<file path="src/rtl/fm_tune_controller.sv">
// Sweep-and-lock controller for the FM demodulator centre-frequency word:
// steps ctr_ctrl across N points, measures |demodulated| at each, parks at the minimum.
module fm_tune_controller #(
  parameter int unsigned SETTLE_CYCLES = 64,
  parameter int unsigned MEASURE_LOG2  = 8
) (
  input  logic        clk,
  input  logic        reset_n,
  input  logic        start,
  input  logic        abort,
  input  logic [31:0] start_ctrl,
  input  logic [31:0] step_ctrl,
  input  logic [7:0]  num_steps,
  input  logic [7:0]  demodulated,
  output logic [31:0] ctr_ctrl,
  output logic        busy,
  output logic        done,
  output logic        locked,
  output logic [31:0] best_ctrl,
  output logic [23:0] best_metric
);

  localparam int unsigned AW = 8 + MEASURE_LOG2;
  localparam int unsigned CW = 16;
  localparam logic [CW-1:0] SETTLE_LAST = CW'(SETTLE_CYCLES - 1);
  localparam logic [CW-1:0] MEAS_LAST   = CW'((1 << MEASURE_LOG2) - 1);

  typedef enum logic [2:0] {
    IDLE, SETTLE, MEASURE, COMPARE, STEP, FINISH
  } state_t;

  state_t          state;
  logic            start_q;
  logic            abort_q;
  logic [31:0]     start_word;
  logic [31:0]     step_q;
  logic [7:0]      num_q;
  logic [7:0]      idx;
  logic [CW-1:0]   cnt;
  logic [AW-1:0]   acc;
  logic [7:0]      mag;
  logic            accept_c;

  // |demodulated|; -128 maps to 8'h80 = 128 unsigned
  always_comb mag = demodulated[7] ? (~demodulated + 8'd1) : demodulated;

  // start is registered once before the FSM acts on it; busy or a pending start blocks a new one
  always_comb accept_c = start && (num_steps != 8'd0) && !abort && !busy && !start_q;

  always_ff @(posedge clk or negedge reset_n) begin
    if (!reset_n) begin
      state       <= IDLE;
      start_q     <= 1'b0;
      abort_q     <= 1'b0;
      start_word  <= 32'd0;
      step_q      <= 32'd0;
      num_q       <= 8'd0;
      idx         <= 8'd0;
      cnt         <= '0;
      acc         <= '0;
      ctr_ctrl    <= 32'd0;
      busy        <= 1'b0;
      done        <= 1'b0;
      locked      <= 1'b0;
      best_ctrl   <= 32'd0;
      best_metric <= 24'hFFFFFF;
    end else begin
      done    <= 1'b0;
      start_q <= accept_c;
      abort_q <= abort;
      if (accept_c) begin
        start_word <= start_ctrl;
        step_q     <= step_ctrl;
        num_q      <= num_steps;
      end

      if (abort_q && state != IDLE) begin
        state <= IDLE;
        busy  <= 1'b0;
      end else begin
        case (state)
          IDLE: begin
            if (start_q && !abort_q) begin
              ctr_ctrl    <= start_word;
              busy        <= 1'b1;
              locked      <= 1'b0;
              best_metric <= 24'hFFFFFF;
              idx         <= 8'd0;
              cnt         <= '0;
              state       <= SETTLE;
            end
          end
          SETTLE: begin
            if (cnt == SETTLE_LAST) begin
              cnt   <= '0;
              acc   <= '0;
              state <= MEASURE;
            end else begin
              cnt <= cnt + CW'(1);
            end
          end
          MEASURE: begin
            acc <= acc + AW'(mag);
            if (cnt == MEAS_LAST) begin
              cnt   <= '0;
              state <= COMPARE;
            end else begin
              cnt <= cnt + CW'(1);
            end
          end
          COMPARE: begin
            if (24'(acc) < best_metric) begin
              best_metric <= 24'(acc);
              best_ctrl   <= ctr_ctrl;
            end
            state <= STEP;
          end
          STEP: begin
            // the last point finishes here so done/lock land one point-period after the previous step
            if (idx == num_q - 8'd1) begin
              ctr_ctrl <= best_ctrl;
              done     <= 1'b1;
              locked   <= 1'b1;
              busy     <= 1'b0;
              state    <= FINISH;
            end else begin
              ctr_ctrl <= ctr_ctrl + step_q;
              idx      <= idx + 8'd1;
              state    <= SETTLE;
            end
          end
          FINISH:  state <= IDLE;
          default: state <= IDLE;
        endcase
      end
    end
  end

endmodule

</file>
<file path="config.mk">
export PLATFORM = sky130hd
export DESIGN_NAME = fm_tune_controller
export DESIGN_NICKNAME = d
export VERILOG_FILES = /design/src/rtl/fm_tune_controller.sv
export SDC_FILE = /design/constraint.sdc
export NUM_CORES = 1
export LEC_CHECK = 0
export BUFFER_PORTS_ARGS = -buffer_cell sky130_fd_sc_hd__buf_2
export CAP_MARGIN = 15
export CORE_ASPECT_RATIO = 0.7
export CORE_MARGIN = 3
export CORE_UTILIZATION = 50
export CTS_CLUSTER_DIAMETER = 100
export CTS_CLUSTER_SIZE = 8
export DETAILED_ROUTE_END_ITERATION = 16
export PLACE_DENSITY = 0.69
export RECOVER_POWER = 50
export SYNTH_ARGS = -nofsm -noshare
export SYNTH_HDL_FRONTEND = slang
export SYNTH_SLANG_ARGS = --single-unit
</file>
<file path="constraint.sdc">
create_clock -name clk -period 3.2 [get_ports clk]
set_input_delay 0.8 -clock clk [delete_from_list [all_inputs] [get_ports clk]]
set_output_delay 0.8 -clock clk [all_outputs]
set_load 0.02 [all_outputs]
</file>
==> results.md, run 1 <==
- The flow ran to the end, but the final reports show violations.
- The checks that failed: capacitance limit, slew limit.
- The first element of the critical path is ctr_ctrl[18].
- Buffers inserted during clock tree synthesis total 29.
- After layout, the minimum clock period comes to 2.93 ns.
- The final route contains 9413 vias.
- The area used by multi-input combinational logic is 6170 µm².
- The global routing's busiest layer is met1.
- The post-CTS clock slew at the launch and capture registers of the worst setup and hold paths is 0.05 ns.
- Of the synthesized area, sequential elements account for 0.434.
- The critical path is of the flip-flop to flip-flop type.
- The number of sinks driven by the clock tree is 201.
- The critical path data arrival time is 3.34 ns.
- Ranked by instance count, the synthesized netlist is headed by sky130_fd_sc_hd__dfrtp_1 (184), sky130_fd_sc_hd__mux2_2 (105), sky130_fd_sc_hd__nand2_1 (96).
- The max-slew violation count came to 54.
- From left edge to right edge, the die measures 188 µm.
- Yosys mapped a number of flops with a built-in enable equal to 0.
- The full die area is 25200 µm².
- After synthesis, the share of flip-flops with an asynchronous set or reset is 1.00.
- The first routing iteration left 737 violations.
- In the final layout, the share of cells above drive strength 1 is 0.247.
- The iteration count of the initial detailed-routing pass is 6.
- The critical path required time is 3.60 ns.
- In the global route stage, met3 resource usage came out at 0.0381.
- CTS built an H-tree with a depth of 1.
- Across the whole layout, storage elements account for 5050 µm².
- For this run, the number of Yosys warnings is 0.
- The number of nets in the final layout is 1461.
- The count of pins on the block boundary is 175.
- The global router's overall resource usage is 0.243.
- The root buffer cell is sky130_fd_sc_hd__clkbuf_16.
- The worst min-delay path startpoint is abort.
- STA classifies the critical path startpoint as a flip-flop.
- The average wire per standard cell is 18.7 µm.
- Synthesis inferred 201 register bits.
- The global-route wire length before repair is 50.3 mm.
- In this run the tool buffered the top-level ports with 174 buffer cells.
- In the synthesized netlist, the number of instances is 1142.
- The number of max-capacitance violations reported is 1.
- The area added between synthesis and finish is 17.6%.
- The post-route clock period utilization is 0.916.
- The worst max-slew margin expressed relative to the limit is -0.638.
- Of the post-synthesis cell area, the dominant cell type holds 0.395.
- The dominant cell by count in the synthesized netlist is sky130_fd_sc_hd__dfrtp_1.
- The starting density of the core is 0.511.
- The largest driver fanout on the critical path is 6.
- The HPWL after detailed placement is 22.2 mm.
- The largest area contributor in the netlist is sky130_fd_sc_hd__dfrtp_1.
- The worst hold-check slack is 0.402 ns.
- The die is 134 µm tall.
- The post-cts sizing count is 0.
- The total count of hold-check failures in the final report is 0.
- The final setup violation count is 0.
- For this run, the top clock speed supported by timing is 341 MHz.
- For this run, the share of the core covered by cells in the final layout is 0.601.
- The number of unique standard cell types used by synthesis is 73.
- By area the synthesized netlist is led by sky130_fd_sc_hd__dfrtp_1 (40%), sky130_fd_sc_hd__mux2_2 (10%), sky130_fd_sc_hd__ha_1 (6.4%), sky130_fd_sc_hd__dfstp_2 (3.8%), sky130_fd_sc_hd__nand2_1 (3.1%).
- After detailed routing, the number of remaining DRC violations is 0.
- The initialized floorplan defines 46 standard-cell rows.
- The count of nets left with antenna violations once routing finished came out at 0.
- At the end of routability-driven placement, the weighted congestion stood at 0.933.
- Counting along the longest clock path gives a buffer depth of 3.
- The number of antenna violations at the first check in global routing is 1.
- In this run, post-CTS hold repair placed 0 buffers.
- The worst-case vdd ir drop is 0.445 mV.
- The worst hold path belongs to the class input port to flip-flop.
- The number of setup buffers added after CTS is 0.
- The clock tree from TritonCTS is built.
- The average footprint of a synthesized cell is 10.2 µm².
- After detailed routing, the total wire length is 30.8 mm.
- In the global route stage, met2 resource usage came out at 0.349.
- STA classifies the critical path endpoint as a flip-flop.
- In this run the static leakage power is 6.59 nW.
- The power per cell area is 739 nW/µm².
- Setup repair after global routing left no endpoint under its margin.
- Excluding fillers, the count of instances in the completed layout stands at 1649.
- The total overflow left after global routing is 0.
- Counting the fill cells in the layout gives 1995.
- The number of global-route vias before repair is 9122.
- The number of placed cells counting well taps is 1596.
- The total standard cell area after synthesis is 11600 µm².
- The total area inside the core boundary comes to 22800 µm².
- The number of nets handed over by synthesis was 1288.
- The via count normalized by instance count is 5.71.
- At the pin with the least slew margin, the transition time is 2.46 ns.
- The insertion delay of the later-clocked pin in the worst-skew pair is 0.53 ns.
- Entering global routing, the biggest net connects 76 pins.
- Between clock sinks in the finished design, the worst skew comes to 0.0200 ns.
- In the final timing run, aggregate negative setup slack is 0 ns.
- For this run, global-route usage on met1 was measured as 0.392.
- The startpoint of the worst-slack reg-to-reg timing path is ctr_ctrl[18].
- The most used flip-flop cell after synthesis is sky130_fd_sc_hd__dfrtp_1.
==> layout make-up <==
class,instances,area share
multi-input combinational,839,0.450
tap,312,0.0285
inverter,40,0.0110
sequential,201,0.369
clock inverter,1,0.000639
clock buffer,51,0.0590
antenna,1,0.000183
timing repair buffer,204,0.0815
==> stage by stage <==
step	cell area [µm²]	total power [mW]	setup slack (ns)
floorplan	11600	6.26	0.0957
global placement	12900	7.22	-0.145
detailed placement	12900	7.32	-0.232
CTS	13700	10.2	0.208
global route	13700	10.8	0.0202
finish	13700	10.1	0.269
==> registers in the layout, indices dropped and copies added, names as in the netlist, 8 cells and up <==
signal and cells:
best_ctrl 32, ctr_ctrl 32, start_word 32, step_q 32
best_metric 17, acc 16, cnt 16, idx 8
num_q 8
==> power by group <==
group	switching, mW	total [mW]	internal, mW
registers	0.494	3.65	3.15
logic	2.08	3.70	1.61
clock network	1.10	2.78	1.68
==> placed cells by master (no fill, tap or decap), types with 14 or more instances in the layout <==
cell                        netlist  final
sky130_fd_sc_hd__xnor2_1         28     28
sky130_fd_sc_hd__mux2_2         105    105
sky130_fd_sc_hd__o22a_1          14     14
sky130_fd_sc_hd__a21o_1          35     35
sky130_fd_sc_hd__and3_1          23     23
sky130_fd_sc_hd__buf_2           12    130
sky130_fd_sc_hd__o21ai_0         58     58
sky130_fd_sc_hd__nand2_1         96     96
sky130_fd_sc_hd__xor2_1          32     32
sky130_fd_sc_hd__nand3_1         22     22
sky130_fd_sc_hd__nor2_1          66     66
sky130_fd_sc_hd__dfstp_2         17     17
sky130_fd_sc_hd__nor3_1          14     14
sky130_fd_sc_hd__inv_1           40     40
sky130_fd_sc_hd__a21oi_1         68     67
sky130_fd_sc_hd__clkbuf_16        0     29
sky130_fd_sc_hd__buf_4           13     24
sky130_fd_sc_hd__dfrtp_1        184    184
sky130_fd_sc_hd__clkbuf_1        35     65
sky130_fd_sc_hd__ha_1            60     60
==> critical path: stages, from the launching register on <==
cell and delay, ns:
sky130_fd_sc_hd__dfrtp_1 0.41, sky130_fd_sc_hd__ha_1 0.41, sky130_fd_sc_hd__inv_1 0.12, sky130_fd_sc_hd__o31ai_2 0.34
sky130_fd_sc_hd__a22oi_1 0.14, sky130_fd_sc_hd__a211oi_1 0.40, sky130_fd_sc_hd__o21ai_1 0.19, sky130_fd_sc_hd__mux2i_1 0.17
sky130_fd_sc_hd__or4_1 0.48, sky130_fd_sc_hd__o211a_1 0.14
==> routing by layer <==
| layer | wire [µm] | up-vias |
|---|---|---|
| met3 | 1830 | 32 |
| met4 | 417 | 0 |
| met5 | 0 | - |
| met2 | 12700 | 279 |
| li1 | - | 4499 |
| met1 | 15900 | 4603 |
==> path summary, 6_finish.rpt <==
kind / to / slack, ns / cells after the start
worst min-delay path: abort_q / 0.40 / 1
min in group asynchronous: step_q[8] / 1.15 / 1
worst min register to register: start_word[20] / 0.50 / 1
worst max-delay path: ctr_ctrl[31] / 0.27 / 9
max in group asynchronous: start_word[20] / 0.50 / 2
worst max register to register: ctr_ctrl[31] / 0.27 / 9
==> cell families (layout without fill, tap and decap cells) <==
| family | count (synthesis) | after routing | share of synthesized area |
|---|---|---|---|
| compound gates | 307 | 307 | 0.179 |
| flops | 201 | 201 | 0.434 |
| buf+inv | 102 | 296 | 0.0397 |
| simple gates | 293 | 293 | 0.123 |
| fa+ha+maj | 62 | 62 | 0.0679 |
| mux | 117 | 117 | 0.112 |
| other cells | 0 | 1 | 0 |
| xor+xnor | 60 | 60 | 0.0451 |
No activity file was read; power rests on OpenSTA's default activity.
==> inputs of run 2 (changes only) <==
--- a/config.mk
+++ b/config.mk
@@ -13,6 +13,7 @@
 export CTS_CLUSTER_DIAMETER = 100
 export CTS_CLUSTER_SIZE = 8
 export DETAILED_ROUTE_END_ITERATION = 16
+export GPL_TIMING_DRIVEN = 0
 export PLACE_DENSITY = 0.69
 export RECOVER_POWER = 50
 export SYNTH_ARGS = -nofsm -noshare
==> run 2 against run 1 <==
Against the previous run: the flow still finishes with violations (capacitance limit, slew limit); largest cell class unchanged; setup slack lost 0.15 ns; cell count grew 2.0%; die area is the same; cell area grew 0.34%.
==> results.md, run 2 (synthesis results as in run 1) <==
- The run finished, with violations left.
- The checks that failed: capacitance limit, slew limit.
- The global routing's busiest layer is met1.
- The via count normalized by instance count is 5.81 (+1.8%).
- The global-route wire length before repair came to 52.8 mm (+5.1%).
- The cell area after placement was 12900 µm² (about the same).
- The average wire per standard cell was 20.0 µm (+6.8%).
- The iteration count of the initial detailed-routing pass was 6 (unchanged).
- The post-detailed-route DRC marker count came to 0 (unchanged).
- The number of sinks driven by the clock tree is 201 (unchanged).
- The critical-path cell with the highest stage delay is sky130_fd_sc_hd__dfrtp_1.
- The total grt overflow came to 0 (unchanged).
- The kind of cell with the highest combined delay along the critical path is compound AO/OA/AOI/OAI gates.
- The count of H-tree levels built during CTS came to 1 (unchanged).
- The slack of the critical path is 0.114 ns (-0.155 ns).
- The horizontal extent of the die came to 188 µm (unchanged).
- The pin count of the biggest net entering global routing is 120 (+58%).
- The worst-case vdd ir drop is 0.502 mV (+13%).
- The number of buffer cells added on primary ports was 174 (unchanged).
- The starting density of the core came to 0.511 (unchanged).
- The fraction of final layout cells with drive strength greater than 1 was 0.242 (-0.00522).
- The count of pins on the block boundary was 175 (unchanged).
- The global router's overall resource usage is 0.266 (+0.0225).
- The number of global-route vias before repair is 9354 (+2.5%).
- The worst-case clock skew is 0.0187 ns (-0.00134 ns).
- In the layout the commonest cells are sky130_fd_sc_hd__dfrtp_1 (184), sky130_fd_sc_hd__buf_2 (142), sky130_fd_sc_hd__mux2_2 (105), sky130_fd_sc_hd__clkbuf_1 (98), sky130_fd_sc_hd__nand2_1 (96).
- The static power due to leakage is 6.62 nW (+0.43%).
- The number of cells traversed by the worst register-to-register path came to 10 (+1).
- The clock buffer count from CTS is 29 (unchanged).
- The endpoint identified for the worst register-to-register timing path is ctr_ctrl[30].
- The total via count after detailed routing was 9770 (+3.8%).
- The maximum number of buffers from clock root to sink is 3 (unchanged).
- The floorplan core area is 22800 µm² (unchanged).
- The power per cell area was 739 nW/µm² (about the same).
- The number of placement rows was 46 (unchanged).
- The number of antenna violations at the first check in global routing came to 1 (unchanged).
- The worst max-slew margin expressed relative to the limit is -0.404 (+0.234).
- The endpoint type of the worst setup path is a flip-flop.
- The number of max-capacitance violations reported is 1 (unchanged).
- By startpoint and endpoint, the worst setup path is classified as flip-flop to flip-flop.
- The critical path's largest stage delay came to 0.42 ns (-0.06 ns).
- The final setup violation count came to 0 (unchanged).
- The area added between synthesis and finish is 18.0%.
- The number of stages on the worst setup path is 10 (+1).
- The full die area was 25200 µm² (unchanged).
- The worst min-delay path startpoint is abort.
- The total count of hold-check failures in the final report was 0 (unchanged).
- The achievable clock frequency is 324 MHz (-5.0%).
- The met1 routing resource usage after global routing is 0.429 (+0.0373).
- The max-slew violation count is 83 (+54%).
- The time the final worst path needs with I/O delays and setup is 3.09 ns (+0.155 ns).
- The post-CTS clock slew at the launch and capture registers of the worst setup and hold paths is 0.05 ns (about the same).
- The final weighted congestion in routability-driven placement was 0.943 (+1.0%).
- TritonCTS built the clock tree.
- The path class of the lowest-slack min-delay path is input port to flip-flop.
- Traced cell by cell, the critical path runs through ha_1 > fa_1 > a21oi_1 > o211ai_1 > a21o_1 > a21oi_4 > o221ai_1 > a21boi_1 > mux2_2 > o21ai_1.
- The post-route clock period utilization is 0.964 (+0.0484).
- The residual antenna-violating net count after detailed routing is 0 (unchanged).
- The startpoint identified for the worst register-to-register timing path is ctr_ctrl[0].
- The chip height is 134 µm (unchanged).
- The number of buffer and inverter stages on the critical path is 0 (-1).
- The final routed wirelength across all metal layers came to 33.6 mm (+8.9%).
- The critical path data arrival time is 3.56 ns (+0.22 ns).
- The startpoint kind of the worst setup timing path is a flip-flop.
- The violation count after the first detailed-routing iteration is 852 (+16%).
- The post-route cell area was 13700 µm² (+0.34%).
- The largest driver fanout on the critical path was 4 (-2).
- The critical path required time is 3.67 ns (+0.07 ns).
- The library cell used most frequently in the layout, excluding fill and tap cells, is sky130_fd_sc_hd__dfrtp_1.
- The pre-CTS worst setup slack is -0.394 ns (-0.162 ns).
- The sink of the worst hold path is abort_q.
- The number of hold buffers added after CTS was 0 (unchanged).
- Setup repair after global routing could not meet its margin everywhere.
- The number of nets in the final layout is 1496 (+2.4%).
- The fraction of met3 tracks used by global routing is 0.0492 (+0.0110).
- The hold path depth is 1 (unchanged).
- The total of fill cells in the finished design is 2016 (+1.1%).
- The worst reg-to-reg setup slack was 0.11 ns (-0.15 ns).
- The met2 capacity usage during global routing came to 0.364 (+0.0154).
- The insertion delay of the later-clocked pin in the worst-skew pair is 0.55 ns (+0.02 ns).
- CTS placed an instance of sky130_fd_sc_hd__clkbuf_16 at the clock tree root.
- The HPWL after detailed placement is 24.4 mm (+9.8%).
- The transition time at the pin with the least slew margin is 2.11 ns (-0.351 ns).
==> run 2: timing repair <==
item | 4_1_cts | 5_1_grt
hold endpoints to repair | 0 | 0
gates resized for setup | 1 | 7
pin swaps | 1 | 0
endpoints found under the setup margin | 38 | 5
setup buffers | 2 | 0
==> run 2: metal layers <==
metal	wire [µm]	up-vias
li1	-	4562
met1	16700	4762
met2	13300	390
met3	2740	56
met4	859	0
met5	0	-
==> run 2: area by class of cell <==
type                       count  area (µm²)  share of cell area
sequential                   201        5050               0.368
multi-input combinational    839        6170               0.449
timing repair buffer         177         860              0.0625
buffer                        62         312              0.0227
antenna                        1        2.50            0.000182
clock buffer                  49         801              0.0583
inverter                      40         150              0.0109
tap                          312         390              0.0284
clock inverter                 1        8.76            0.000637
==> run 2: how the worst max path moves through the flow <==
stage,from,to
floorplan,demodulated[1],acc[14]
global placement,reset_n,acc[6]
detailed placement,demodulated[0],acc[14]
CTS,ctr_ctrl[0],ctr_ctrl[30]
global route,ctr_ctrl[17],ctr_ctrl[31]
finish,ctr_ctrl[0],ctr_ctrl[30]
==> run 2: report_power, final <==
part	internal [mW]	switching, mW	leakage, nW
clock	1.67	1.11	0.385
sequential	3.15	0.507	2.57
combinational	1.58	2.13	3.67
==> run 2: stage by stage <==
step / setup TNS (ns) / hold slack [ns] / util / total power [mW] / instances
after floorplan: 0 / 0.457 / - / 6.26 / 1142
after global placement: -407.23 / 0.469 / 0.566 / 7.17 / 1628
after detailed placement: -6.95 / 0.472 / 0.568 / 7.28 / 1629
after CTS: 0 / 0.257 / 0.604 / 10.1 / 1681
after global routing: -0.0497 / 0.400 / 0.603 / 10.8 / 1682
final: 0 / 0.402 / 0.603 / 10.2 / 1682
==> inputs of run 3 (changes only) <==
--- a/config.mk
+++ b/config.mk
@@ -16,6 +16,7 @@
 export GPL_TIMING_DRIVEN = 0
 export PLACE_DENSITY = 0.69
 export RECOVER_POWER = 50
+export SETUP_SLACK_MARGIN = 0.15
 export SYNTH_ARGS = -nofsm -noshare
 export SYNTH_HDL_FRONTEND = slang
 export SYNTH_SLANG_ARGS = --single-unit
==> run 3 against run 2 <==
Against the previous run: non-clock buffer count up 6; the flow still finishes with violations (capacitance limit, slew limit); clock skew down 0.0037 ns; fmax up 2.1%; die area unchanged; highest routed layer unchanged.
==> results.md, run 3 (synthesis results as in run 1) <==
- The run finished, with violations left.
- The final reports fail on capacitance limit, slew limit.
- The count of H-tree levels built during CTS is 1 (unchanged).
- The critical path's largest stage delay is 0.51 ns (+0.09 ns).
- The global-route wire length before repair is 53.0 mm (+0.29%).
- The clock tree from TritonCTS is built.
- The endpoint of the worst setup timing path is ctr_ctrl[31].
- The relative contribution of the clock network to total power is 0.273 (about the same).
- The root buffer cell is sky130_fd_sc_hd__clkbuf_16.
- The power per cell area is 738 nW/µm² (-0.15%).
- The critical-path cell with the highest stage delay is sky130_fd_sc_hd__or4_1.
- The total count of hold-check failures in the final report is 0 (unchanged).
- The maximum number of buffers from clock root to sink is 3 (unchanged).
- In the layout the commonest cells are sky130_fd_sc_hd__dfrtp_1 (184), sky130_fd_sc_hd__buf_2 (140), sky130_fd_sc_hd__mux2_2 (105), sky130_fd_sc_hd__nand2_1 (96), sky130_fd_sc_hd__clkbuf_1 (95).
- The worst setup path is of the flip-flop to flip-flop kind.
- The final routed wirelength across all metal layers is 33.6 mm (+0.21%).
- The post-route cell area is 13900 µm² (+0.89%).
- The floorplan core area came to 22800 µm² (unchanged).
- The full die area is 25200 µm² (unchanged).
- The critical path required time is 3.64 ns (-0.03 ns).
- The switching power is 3.78 mW (+0.69%).
- The static power due to leakage is 6.67 nW (+0.76%).
- Traced cell by cell, the critical path runs through ha_1 > a21oi_1 > o31ai_4 > o31ai_4 > o2111ai_1 > o21ai_1 > mux2i_1 > or4_1 > o211a_1.
- The share of total power consumed by net switching is 0.369 (about the same).
- The number of placement rows is 46 (unchanged).
- The total grt overflow was 0 (unchanged).
- The cell area after placement is 12900 µm² (about the same).
- The post-CTS clock slew at the launch and capture registers of the worst setup and hold paths came to 0.06 ns (about the same).
- The relative contribution of sequential cells to total power is 0.357 (-0.003).
- The number of hold buffers added after CTS is 0 (unchanged).
- The number of nets in the final layout was 1502 (+0.40%).
- The worst register-to-register path begins at ctr_ctrl[4].
- The cell type with the highest occurrence count on the critical path is sky130_fd_sc_hd__o31ai_4.
- The worst-case clock skew is 0.0150 ns (-0.00371 ns).
- The horizontal extent of the die was 188 µm (unchanged).
- The residual antenna-violating net count after detailed routing is 0 (unchanged).
- The worst setup path is launched from a flip-flop.
- The total via count after detailed routing is 9788 (+0.18%).
- The final setup violation count was 0 (unchanged).
- The critical path data arrival time is 3.46 ns (-0.10 ns).
- The violation count after the first detailed-routing iteration is 768 (-9.9%).
- The number of max-capacitance violations reported is 1 (unchanged).
- The time the final worst path needs with I/O delays and setup is 3.02 ns (-0.0641 ns).
- The via count normalized by instance count is 5.80 (-0.17%).
- The global router's overall resource usage is 0.268 (+0.00192).
- The worst hold-check slack is 0.398 ns (-0.00430 ns).
- The post-route clock period utilization is 0.944 (-0.0200).
- The pin count of the biggest net entering global routing came to 106 (-12%).
- The capturing point of the worst reg2reg path is ctr_ctrl[31].
- The average wire per standard cell was 19.9 µm (-0.15%).
- The chip height is 134 µm (unchanged).
- The iteration count of the initial detailed-routing pass is 5 (-1).
- The max-slew violation count is 105 (+27%).
- The number of buffer cells added on primary ports is 174 (unchanged).
- The most critical setup path has its startpoint at ctr_ctrl[4].
- The achievable clock frequency is 331 MHz (+2.1%).
- The insertion delay of the later-clocked pin in the worst-skew pair is 0.55 ns (about the same).
- Leaving out fill and tap cells, the most frequent cell in the layout is sky130_fd_sc_hd__dfrtp_1.
- The final weighted congestion in routability-driven placement is 0.951 (+0.77%).
- The share of power burned in combinational logic is 0.370 (+0.005).
- The HPWL after detailed placement is 24.4 mm (+0.12%).
- STA classifies the critical path endpoint as a flip-flop.
- The clock buffer count from CTS was 29 (unchanged).
- The path class of the lowest-slack min-delay path is input port to flip-flop.
- The post-detailed-route DRC marker count came to 0 (unchanged).
- The number of cells traversed by the worst register-to-register path was 9 (-1).
- The sum of internal, switching and leakage power came to 10.2 mW (+0.75%).
- The worst max-slew margin expressed relative to the limit is -0.575 (-0.171).
- The final antenna diode count came to 0 (-1).
- The number of global-route vias before repair is 9253 (-1.1%).
- The worst-case vdd ir drop is 0.496 mV (-1.3%).
- The number of sinks driven by the clock tree was 201 (unchanged).
- The worst min-delay path startpoint is abort.
- The design internal power is 6.45 mW (+0.78%).
- The largest driver fanout on the critical path is 4 (unchanged).
- The worst reg-to-reg setup slack is 0.18 ns (+0.06 ns).
- The starting density of the core is 0.511 (unchanged).
- The transition time at the pin with the least slew margin is 2.36 ns (+0.256 ns).
- The area growth from synthesis to layout is 19.1%.
- Setup repair after global routing could not meet its margin everywhere.
- The count of pins on the block boundary is 175 (unchanged).
- The total of fill cells in the finished design is 1992 (-1.2%).
- The number of antenna violations at the first check in global routing is 0 (-1).
- The fraction of final layout cells with drive strength greater than 1 was 0.255 (+0.0133).
run 3: cell count changes in the layout (fill, tap and decap cells not counted), moves of 2 or more:
cell                       previous run  this run
sky130_fd_sc_hd__a21oi_1             68        66
sky130_fd_sc_hd__a21oi_2              1         3
sky130_fd_sc_hd__buf_2              142       140
sky130_fd_sc_hd__buf_4               15        21
sky130_fd_sc_hd__clkbuf_1            98        95
sky130_fd_sc_hd__clkbuf_2             1         5
sky130_fd_sc_hd__clkbuf_4             0         2
run 3: layout make-up:
cell class	instances	area [µm²]	area share
Timing Repair Buffer	183	903	0.0651
Clock inverter	1	8.76	0.000632
Multi-Input combinational cell	839	6240	0.450
Tap cell	312	390	0.0282
Clock buffer	50	805	0.0580
Inverter	40	150	0.0108
Buffer	62	323	0.0233
Sequential cell	201	5050	0.364
run 3: power groups by stage:
stage	sequential [mW]	clock [mW]	combinational, mW
6_report	3.65	2.79	3.78
5_1_grt	3.72	2.98	4.17
4_1_cts	3.64	2.85	3.66
3_5_place_dp	3.67	0	3.59
3_3_place_gp	3.65	0	3.52
2_1_floorplan	3.72	0	2.54
run 3: worst min-delay path by stage:
stage,endpoint,slack (ns),cells after the start
after floorplan,cnt[3],0.46,1
after global placement,locked,0.48,1
after detailed placement,locked,0.47,1
after CTS,best_ctrl[6],0.32,1
after global routing,abort_q,0.38,1
final,abort_q,0.40,1
run 3: what timing repair did:
action                                  CTS  global route
setup buffers                             3             5
hold endpoints to repair                  0             0
resized for setup                         6            26
endpoints found under the setup margin   43            49
pin swaps                                 1             4
run 3: stage by stage:
| stage | setup WS [ns] | setup TNS [ns] | std cells | util |
|---|---|---|---|---|
| floorplan | 0.176 | 0 | 1142 | - |
| global placement | -2.08 | -396.86 | 1628 | 0.566 |
| detailed placement | -0.281 | -5.15 | 1629 | 0.568 |
| CTS | 0.135 | 0 | 1683 | 0.606 |
| global route | 0.0209 | 0 | 1688 | 0.608 |
| finish | 0.178 | 0 | 1688 | 0.608 |
run 3: per-layer routing:
layer  up-vias  global-route usage  share of wire
met1      4744               0.424           0.49
met3        61              0.0594          0.084
met2       390               0.368           0.40
li1       4593                   -              -
met4         0              0.0674          0.026
met5         -                   0              0
run 3: worst max-delay path: cells and delay by family (launching register included):
kind	cells	cell delay, ns
compound gates	6	1.51
fa+ha+maj	1	0.35
flops	1	0.41
mux	1	0.14
simple gates	1	0.51
